<file path="config.mk">
export PLATFORM = sky130hd
export DESIGN_NAME = be8_sequencer_flat
export DESIGN_NICKNAME = d
export VERILOG_FILES = /design/src/rtl/be8_sequencer_if.sv /design/src/rtl/be8_sequencer.sv /design/src/flat_wrapper.sv
export SDC_FILE = /design/constraint.sdc
export NUM_CORES = 1
export LEC_CHECK = 0
export ABC_AREA = 1
export CAP_MARGIN = 20
export CORE_ASPECT_RATIO = 1.5
export CORE_MARGIN = 2
export CORE_UTILIZATION = 24
export CTS_CLUSTER_SIZE = 30
export DETAILED_ROUTE_END_ITERATION = 10
export PLACE_DENSITY = 0.6
export SLEW_MARGIN = 40
export SYNTH_ARGS = -nofsm -noshare
export SYNTH_HDL_FRONTEND = slang
export SYNTH_SLANG_ARGS = --single-unit
export TNS_END_PERCENT = 5
</file>
<file path="constraint.sdc">
create_clock -name clk -period 6.2 [get_ports clk]
set_input_delay 1.55 -clock clk [delete_from_list [all_inputs] [get_ports clk]]
set_output_delay 1.55 -clock clk [all_outputs]
set_load 0.02 [all_outputs]
</file>
<file path="src/rtl/be8_sequencer_if.sv">
// Signal bundle between the BE-8 sequencer and its microcode decoder / datapath.
// The master side drives control and status into the sequencer; the slave side is the sequencer.
interface be8_sequencer_if;
    logic [17:0] ctrl;
    logic [7:0]  bus_in;
    logic        alu_carry;
    logic        alu_zero;
    logic        run;
    logic        step_req;
    logic [3:0]  opcode;
    logic [1:0]  flags;
    logic [1:0]  step;
    logic [7:0]  bus_out;
    logic        bus_oe;
    logic [3:0]  pc;
    logic        halted;
    logic        bus_err;
    logic [7:0]  instr_count;

    modport master (
        output ctrl, bus_in, alu_carry, alu_zero, run, step_req,
        input  opcode, flags, step, bus_out, bus_oe, pc, halted, bus_err, instr_count
    );

    modport slave (
        input  ctrl, bus_in, alu_carry, alu_zero, run, step_req,
        output opcode, flags, step, bus_out, bus_oe, pc, halted, bus_err, instr_count
    );
endinterface

</file>
<file path="src/rtl/be8_sequencer.sv">
// BE-8 microcode sequencer: step counter, PC, IR, flags, halt, bus-contention and instruction count.
// Optional macro BE8_SINGLE_STEP_EN adds a rising-edge single-step request alongside run.
module be8_sequencer (
    input  logic             clk,
    input  logic             rst,
    be8_sequencer_if.slave   sif
);
    localparam int HLT = 17;
    localparam int CE  = 16;
    localparam int IIN = 11;
    localparam int JN  = 10;
    localparam int FIN = 9;
    localparam int COK = 3;
    localparam int ION = 4;
    localparam int NON = 0;

    logic [1:0] step_q, step_d;
    logic [3:0] pc_q, pc_d;
    logic [7:0] ir_q, ir_d;
    logic [1:0] flags_q, flags_d;
    logic       halted_q, halted_d;
    logic       bus_err_q, bus_err_d;
    logic [7:0] cnt_q, cnt_d;
    logic       go;
    logic       advance;
    logic       contention;

`ifdef BE8_SINGLE_STEP_EN
    logic step_req_q;

    // The request register samples every cycle so edge detection stays valid while idle.
    always_ff @(posedge clk) begin
        if (rst) step_req_q <= 1'b0;
        else     step_req_q <= sif.step_req;
    end

    assign go = sif.run | (sif.step_req & ~step_req_q);
`else
    assign go = sif.run;
`endif

    assign advance    = ~halted_q & go;
    // Active-low bus drivers: AOn, BOn, IOn, COn, EOn, ROn occupy ctrl[6:1].
    assign contention = ($countones(~sif.ctrl[6:1]) > 1);

    always_comb begin
        step_d    = step_q;
        pc_d      = pc_q;
        ir_d      = ir_q;
        flags_d   = flags_q;
        halted_d  = halted_q;
        bus_err_d = bus_err_q;
        cnt_d     = cnt_q;
        if (advance) begin
            if (sif.ctrl[HLT])       halted_d = 1'b1;
            else if (!sif.ctrl[NON]) step_d   = 2'd0;
            else                     step_d   = step_q + 2'd1;

            if (!sif.ctrl[JN])      pc_d = sif.bus_in[3:0];
            else if (sif.ctrl[CE])  pc_d = pc_q + 4'd1;

            if (!sif.ctrl[IIN]) ir_d    = sif.bus_in;
            if (!sif.ctrl[FIN]) flags_d = {sif.alu_carry, sif.alu_zero};
            if (contention)     bus_err_d = 1'b1;

            if (!sif.ctrl[NON] && cnt_q != 8'hFF) cnt_d = cnt_q + 8'd1;
        end
    end

    always_ff @(posedge clk) begin
        if (rst) begin
            step_q    <= 2'd0;
            pc_q      <= 4'd0;
            ir_q      <= 8'd0;
            flags_q   <= 2'd0;
            halted_q  <= 1'b0;
            bus_err_q <= 1'b0;
            cnt_q     <= 8'd0;
        end else begin
            step_q    <= step_d;
            pc_q      <= pc_d;
            ir_q      <= ir_d;
            flags_q   <= flags_d;
            halted_q  <= halted_d;
            bus_err_q <= bus_err_d;
            cnt_q     <= cnt_d;
        end
    end

    assign sif.opcode      = ir_q[7:4];
    assign sif.flags       = flags_q;
    assign sif.step        = step_q;
    assign sif.pc          = pc_q;
    assign sif.halted      = halted_q;
    assign sif.bus_err     = bus_err_q;
    assign sif.instr_count = cnt_q;
    assign sif.bus_oe      = ~sif.ctrl[COK] | ~sif.ctrl[ION];
    assign sif.bus_out     = !sif.ctrl[COK] ? {4'h0, pc_q} :
                             !sif.ctrl[ION] ? {4'h0, ir_q[3:0]} : 8'h00;
endmodule

</file>
<file path="src/flat_wrapper.sv">
// flat-port wrapper written by rule: the top's interface ports become plain ports
module be8_sequencer_flat 
  (clk, rst, sif_ctrl, sif_bus_in, sif_alu_carry, sif_alu_zero, sif_run, sif_step_req, sif_opcode, sif_flags, sif_step, sif_bus_out, sif_bus_oe, sif_pc, sif_halted, sif_bus_err, sif_instr_count);
  be8_sequencer_if sif_i ();
  input  logic clk;
  input  logic rst;
  input wire logic [$bits(sif_i.ctrl)-1:0] sif_ctrl;
  input wire logic [$bits(sif_i.bus_in)-1:0] sif_bus_in;
  input wire logic [$bits(sif_i.alu_carry)-1:0] sif_alu_carry;
  input wire logic [$bits(sif_i.alu_zero)-1:0] sif_alu_zero;
  input wire logic [$bits(sif_i.run)-1:0] sif_run;
  input wire logic [$bits(sif_i.step_req)-1:0] sif_step_req;
  output wire logic [$bits(sif_i.opcode)-1:0] sif_opcode;
  output wire logic [$bits(sif_i.flags)-1:0] sif_flags;
  output wire logic [$bits(sif_i.step)-1:0] sif_step;
  output wire logic [$bits(sif_i.bus_out)-1:0] sif_bus_out;
  output wire logic [$bits(sif_i.bus_oe)-1:0] sif_bus_oe;
  output wire logic [$bits(sif_i.pc)-1:0] sif_pc;
  output wire logic [$bits(sif_i.halted)-1:0] sif_halted;
  output wire logic [$bits(sif_i.bus_err)-1:0] sif_bus_err;
  output wire logic [$bits(sif_i.instr_count)-1:0] sif_instr_count;
  assign sif_i.ctrl = sif_ctrl;
  assign sif_i.bus_in = sif_bus_in;
  assign sif_i.alu_carry = sif_alu_carry;
  assign sif_i.alu_zero = sif_alu_zero;
  assign sif_i.run = sif_run;
  assign sif_i.step_req = sif_step_req;
  assign sif_opcode = sif_i.opcode;
  assign sif_flags = sif_i.flags;
  assign sif_step = sif_i.step;
  assign sif_bus_out = sif_i.bus_out;
  assign sif_bus_oe = sif_i.bus_oe;
  assign sif_pc = sif_i.pc;
  assign sif_halted = sif_i.halted;
  assign sif_bus_err = sif_i.bus_err;
  assign sif_instr_count = sif_i.instr_count;
  be8_sequencer u_core (.clk(clk), .rst(rst), .sif(sif_i));
endmodule
</file>
-- Word-level counts from Yosys, hierarchy flattened
Cells that the tools add are included.
- register bits after elaboration: 26
- bits of input ports: 32
- output and inout port bits: 31
- word-level logic and storage cells: 41
- add/sub/neg operators: 8
- magnitude comparators: 1
- eq/ne operators: 2
- multiplexer cells: 5
- bitwise gates (word level): 9
- reduce and logical (&&, ||, !) cells: 9
- operator list (cell ; number):
    $add 32x32->32 ; 2
    $gt 32x2->1 const B ; 1
    $reduce_and 2->1 ; 7
    $mux 4 ; 3
    $add 8x1->8 const B ; 1
    $mux 8 ; 1
    $ne 8x8->1 const B ; 1
    $add 1x1->2 ; 3
    $not 1->1 ; 6
    $not 6->6 ; 1
    $add 4x1->4 const B ; 1
    $add 2x1->2 const B ; 1
    $mux 2 ; 1
    $ne 2x1->1 const B ; 1
    $and 1x1->1 ; 1
    $logic_and 1x1->1 ; 1
    $logic_not 1->1 ; 1
    $or 1x1->1 ; 1

-- Logic depth before layout (Yosys ltp)
- depth after elaboration: 6
- gate-level depth with buffers: 12

-- Least setup slack after synthesis
OpenSTA, ideal clock, no wires.
- path type: input-to-output
- start: in sif_ctrl[4]
- end: out sif_bus_out[0]
- arrival: 2166 ps
- data required time: 4650 ps
- path slack: 2484 ps
- cell stages on the path: 3
- path buffers: 0
- path through: inv_1 -> nand2_1 -> o21ai_0
- word-level cells in the longest chain between the ends: 2
- RTL lines (what ; line ; text):
    from (decl) ; flat_wrapper.sv:7 ; input wire logic [$bits(sif_i.ctrl)-1:0] sif_ctrl;
    $mux 4 ; be8_sequencer.sv:99 ; !sif.ctrl[ION] ? {4'h0, ir_q[3:0]} : 8'h00;
    $mux 8 ; be8_sequencer.sv:98 ; assign sif.bus_out = !sif.ctrl[COK] ? {4'h0, pc_q} :
    to (decl) ; flat_wrapper.sv:16 ; output wire logic [$bits(sif_i.bus_out)-1:0] sif_bus_out;
No other way between the ends.

-- Worst setup path after layout
- start: in sif_ctrl[3]
- end: out sif_bus_out[3]
- word-level cells in the longest chain between the ends: 1
- RTL lines (what ; line):
    $mux 8 ; be8_sequencer.sv:98
No other way between the ends.

==> tab_implementation.tex <==
\begin{tabular}{lr}
\hline
Metric & Value \\
\hline
\multicolumn{2}{l}{\textbf{Run status}} \\
\quad Outcome & finished clean \\
\multicolumn{2}{l}{\textbf{Die}} \\
\quad \# rows & 35 \\
\quad Total Die Area & 6797 um2 \\
\quad Top Ports & 63 \\
\quad Core area & 6043 um2 \\
\quad Starting density of the core & 24.39\% \\
\quad Die outline width & 67.99 um \\
\quad Die H & about 100 um \\
\multicolumn{2}{l}{\textbf{Timing}} \\
\quad Fin Hold WS & 0.4489 ns \\
\quad Actual transition at the worst max-transition pin & 0.5197 ns \\
\quad Post-Route Skew & 0.008848 ns \\
\quad RSZ-0062 raised after global routing & no \\
\quad Max\_slew headroom & 65.31\% \\
\quad Final Hold Vio Count & 0 \\
\quad Highest Clock Rate & about 220 MHz \\
\quad Final total negative setup slack & 0 ns \\
\quad Time the final worst path needs with I/O delays and setup & 4.568 ns \\
\quad Final max-slew violation count & 0 \\
\quad Period Utilization, post-route & 73.68\% \\
\quad Final setup violating endpoints & 0 \\
\multicolumn{2}{l}{\textbf{Yosys}} \\
\quad Count of different cell masters after synthesis & 28 \\
\quad Yosys synthesis warning count & 0 \\
\quad EDFF count, synth & 0 \\
\quad Number of synthesized register bits & 26 \\
\quad Ranking of synthesized cells by area & sky130\_fd\_sc\_hd\_\_dfxtp\_1, sky130\_fd\_sc\_hd\_\_inv\_1, sky130\_fd\_sc\_hd\_\_nand2\_1 \\
\quad Primary FF master, synth & sky130\_fd\_sc\_hd\_\_dfxtp\_1 \\
\quad Mapped cell area & 1474 um2 \\
\quad Share of the yosys chip area belonging to registers & around a third \\
\quad Top cell types by occurrence after synthesis & sky130\_fd\_sc\_hd\_\_inv\_1, sky130\_fd\_sc\_hd\_\_nand2\_1, sky130\_fd\_sc\_hd\_\_dfxtp\_1, sky130\_fd\_sc\_hd\_\_nor2\_1, sky130\_fd\_sc\_hd\_\_a21oi\_1 \\
\quad Fraction of registers with async set/reset & 0\% \\
\quad Cell type contributing the most total cell area after synthesis & sky130\_fd\_sc\_hd\_\_dfxtp\_1 \\
\quad Cell count after synthesis & 209 \\
\quad Average size of a mapped cell & 7.052 um2 \\
\quad Share of Yosys cell area claimed by the top area cell type & 35.31\% \\
\multicolumn{2}{l}{\textbf{Worst setup path}} \\
\quad R2r endpoint & u\_core.sif.instr\_count[7]\$\_SDFFE\_PP0P\_ \\
\quad Crit path cell chain & clkdlybuf4s50\_1, nand2\_1, o22ai\_1, clkdlybuf4s50\_1 \\
\quad Crit path required time & 4.65 ns \\
\quad Worst Path Max Fanout & 5 \\
\quad Worst r2r path cells & 8 \\
\quad Critical path destination & sif\_bus\_out[3] \\
\quad Crit path max-delay cell type & sky130\_fd\_sc\_hd\_\_clkdlybuf4s50\_1 \\
\quad Sort of element at the start of the critical path & input pin \\
\quad Launch point of the critical path & sif\_ctrl[3] \\
\quad Buf/Inv on CP & 2 \\
\quad Largest stage delay on the critical path & 0.63 ns \\
\quad Beginning of the worst register-to-register path & u\_core.sif.instr\_count[0]\$\_SDFFE\_PP0P\_ \\
\quad Largest delay share family, worst path & buffers and inverters \\
\quad Critical path capture point type & primary output \\
\quad Worst reg-to-reg setup slack & 4.73 ns \\
\quad Crit. path cell count & 4 \\
\quad Kind of critical path & in2out \\
\quad Most numerous cell on the critical path & sky130\_fd\_sc\_hd\_\_clkdlybuf4s50\_1 \\
\quad Data arrival time of the critical path & 3.02 ns \\
\multicolumn{2}{l}{\textbf{Layout}} \\
\quad Area used by sequential logic in the layout & 520.5 um2 \\
\quad Area growth from synthesis to layout & 40.15\% \\
\quad Area of all placed cells without fillers & 2066 um2 \\
\quad Antenna Diode Count & 0 \\
\quad Net total in the final layout & 297 \\
\quad Share of final-layout standard cells stronger than drive strength 1 & 4.724\% \\
\quad Multi-input combinational cell area & 728.2 um2 \\
\quad Fill cell total of the finished layout & 643 \\
\multicolumn{2}{l}{\textbf{Clocking}} \\
\quad Root Buffer Master & sky130\_fd\_sc\_hd\_\_clkbuf\_8 \\
\quad PostCTS Resize Cnt & 0 \\
\quad Clock slew at the register clock pins of the worst setup and hold paths & roughly 0.09 ns \\
\quad Number of sinks driven by the clock tree & 26 \\
\quad Total of hold buffers inserted after clock tree synthesis & 0 \\
\quad CTS Buf Count & 3 \\
\quad Worst-skew pair later-pin latency & 0.27 ns \\
\quad Maximum clock insertion buffer count & 2 \\
\quad CTS tree & done \\
\quad Buffers inserted during post-CTS setup optimization & 0 \\
\quad \# H-tree levels & 1 \\
\multicolumn{2}{l}{\textbf{Global route}} \\
\quad GRT Util Overall & 10.50\% \\
\quad Via count of the first global-routing pass & $\sim$1400 \\
\quad Pin count of the biggest net entering global routing & 18 \\
\quad Overflow left after global routing & 0 \\
\quad Antenna violations before repair & 0 \\
\quad First-pass GRT wire length & 5740 um \\
\multicolumn{2}{l}{\textbf{Route}} \\
\quad Vias per cell & 4.360 \\
\quad Drc violations & 0 \\
\quad Number of DRC markers in iteration 0 & 63 \\
\quad Routed via count & approximately 1400 \\
\quad Detailed Routing Iterations Pass 1 & 4 \\
\quad Antenna violation net count after detailed routing & 0 \\
\quad Average routed wire per standard cell & 10.49 um \\
\quad Post-detailed-routing wire length & approximately 3400 um \\
\multicolumn{2}{l}{\textbf{Power and ir drop}} \\
\quad Total power per unit cell area & 199.5 nW/um2 \\
\quad Overall power consumption & 0.0004122 W \\
\quad Leakage & 0.8396 nW \\
\quad Max VDD drop & approximately 0.074 mV \\
\multicolumn{2}{l}{\textbf{Placement}} \\
\quad Placed cell area & 1994 um2 \\
\quad Gpl congestion & 0.8167 \\
\quad Number of buffers inserted by port buffering & 51 \\
\quad Detailed Place HPWL & 2652 um \\
\multicolumn{2}{l}{\textbf{Flow run}} \\
\quad Reported max-cap violation count & 0 \\
\multicolumn{2}{l}{\textbf{Hold path}} \\
\quad Worst min-delay path class & reg2reg \\
\quad Launch point of the worst hold path & u\_core.ir\_q[5]\$\_SDFFE\_PP0P\_ \\
\hline
\end{tabular}
[worst min-delay path: stages (launching register included)]
cell                      delay, ns
sky130_fd_sc_hd__dfxtp_1       0.32
sky130_fd_sc_hd__inv_1         0.05
sky130_fd_sc_hd__a21oi_1       0.05
[report_power, final]
| part | leakage (nW) | internal (W) | total [W] | switching (W) |
|---|---|---|---|---|
| registers | 0.213 | 0.000176 | 0.000182 | 0.00000665 |
| clock network | 0.0357 | 0.0000864 | 0.000144 | 0.0000572 |
| logic | 0.591 | 0.0000419 | 0.0000861 | 0.0000442 |
| total | 0.840 | 0.000304 | 0.000412 | 0.000108 |
[flip-flops by register name (all words and copies together) (netlist names)]
register,count
u_core.sif.halted,1
u_core.sif.bus_err,1
u_core.ir_q,8
u_core.sif.pc,4
u_core.sif.flags,2
u_core.sif.instr_count,8
u_core.sif.step,2
[stage by stage]
stage	setup WS, ns	std cells	util, %
CTS	1.585	328	34.18
global route	1.488	328	34.18
global placement	1.606	324	33.00
detailed placement	1.605	324	33.00
floorplan	2.484	212	-
finish	1.632	328	34.18
[worst min path at each step]
stage | slack (ns) | cells past startpoint | to
floorplan | 0.42 | 2 | u_core.ir_q[4]$_SDFFE_PP0P_
global route | 0.46 | 2 | u_core.ir_q[6]$_SDFFE_PP0P_
detailed placement | 0.44 | 2 | u_core.ir_q[5]$_SDFFE_PP0P_
CTS | 0.45 | 2 | u_core.sif.flags[1]$_SDFFE_PP0P_
finish | 0.45 | 2 | u_core.ir_q[5]$_SDFFE_PP0P_
global placement | 0.44 | 2 | u_core.sif.flags[1]$_SDFFE_PP0P_
[kinds of logic after synthesis]
kind of cell               after synthesis  synth area share [%]
xor gates and xnor gates                 1                0.5943
and+or+nand+nor                         81                 24.02
other                                    1                0.2544
AOI/OAI and AO/OA                       39                 14.26
DFF                                     26                 35.31
adders and majority gates               10                 9.508
buffers and inverters                   51                 16.04
[layer usage]
layer,wire [um],share of wire (%),track usage [%],up-vias
li1,-,-,-,740
met1,1406,41,11.13,644
met5,0,0,0,-
met2,1801,52,20.09,44
met4,27,0.78,3.846,0
met3,207,6.0,1.345,2
[placed cells by master, fill, tap and decap left out]
cell / n
sky130_fd_sc_hd__a21oi_1: 18
sky130_fd_sc_hd__inv_1: 37
sky130_fd_sc_hd__a31oi_1: 1
sky130_fd_sc_hd__or2_2: 1
sky130_fd_sc_hd__o21a_1: 1
sky130_fd_sc_hd__inv_2: 1
sky130_fd_sc_hd__o21ai_0: 14
sky130_fd_sc_hd__bufinv_16: 1
sky130_fd_sc_hd__clkdlybuf4s50_1: 51
sky130_fd_sc_hd__o211a_1: 1
sky130_fd_sc_hd__nor2_2: 2
sky130_fd_sc_hd__o21ai_1: 1
sky130_fd_sc_hd__nand3_1: 10
sky130_fd_sc_hd__nand2_2: 3
sky130_fd_sc_hd__o22ai_1: 2
sky130_fd_sc_hd__xor2_1: 1
sky130_fd_sc_hd__nor2_1: 19
sky130_fd_sc_hd__dfxtp_1: 26
sky130_fd_sc_hd__nand3b_1: 1
sky130_fd_sc_hd__or2_1: 1
sky130_fd_sc_hd__fa_1: 2
sky130_fd_sc_hd__conb_1: 4
sky130_fd_sc_hd__nand2_1: 37
sky130_fd_sc_hd__clkbuf_8: 3
sky130_fd_sc_hd__nand4_1: 6
sky130_fd_sc_hd__o21ai_2: 1
sky130_fd_sc_hd__ha_1: 8
sky130_fd_sc_hd__nor3_1: 1
[cell type report]
cell class / count / share of cell area [%]
multi-input cells: 135 / 35.25
inverters: 38 / 6.905
repair buffers: 51 / 24.71
flip-flops and latches: 26 / 25.20
clock buffers: 3 / 1.999
well taps: 74 / 4.482
clock inverters: 1 / 1.454
Note: power is estimated with default switching activity, not from simulation.
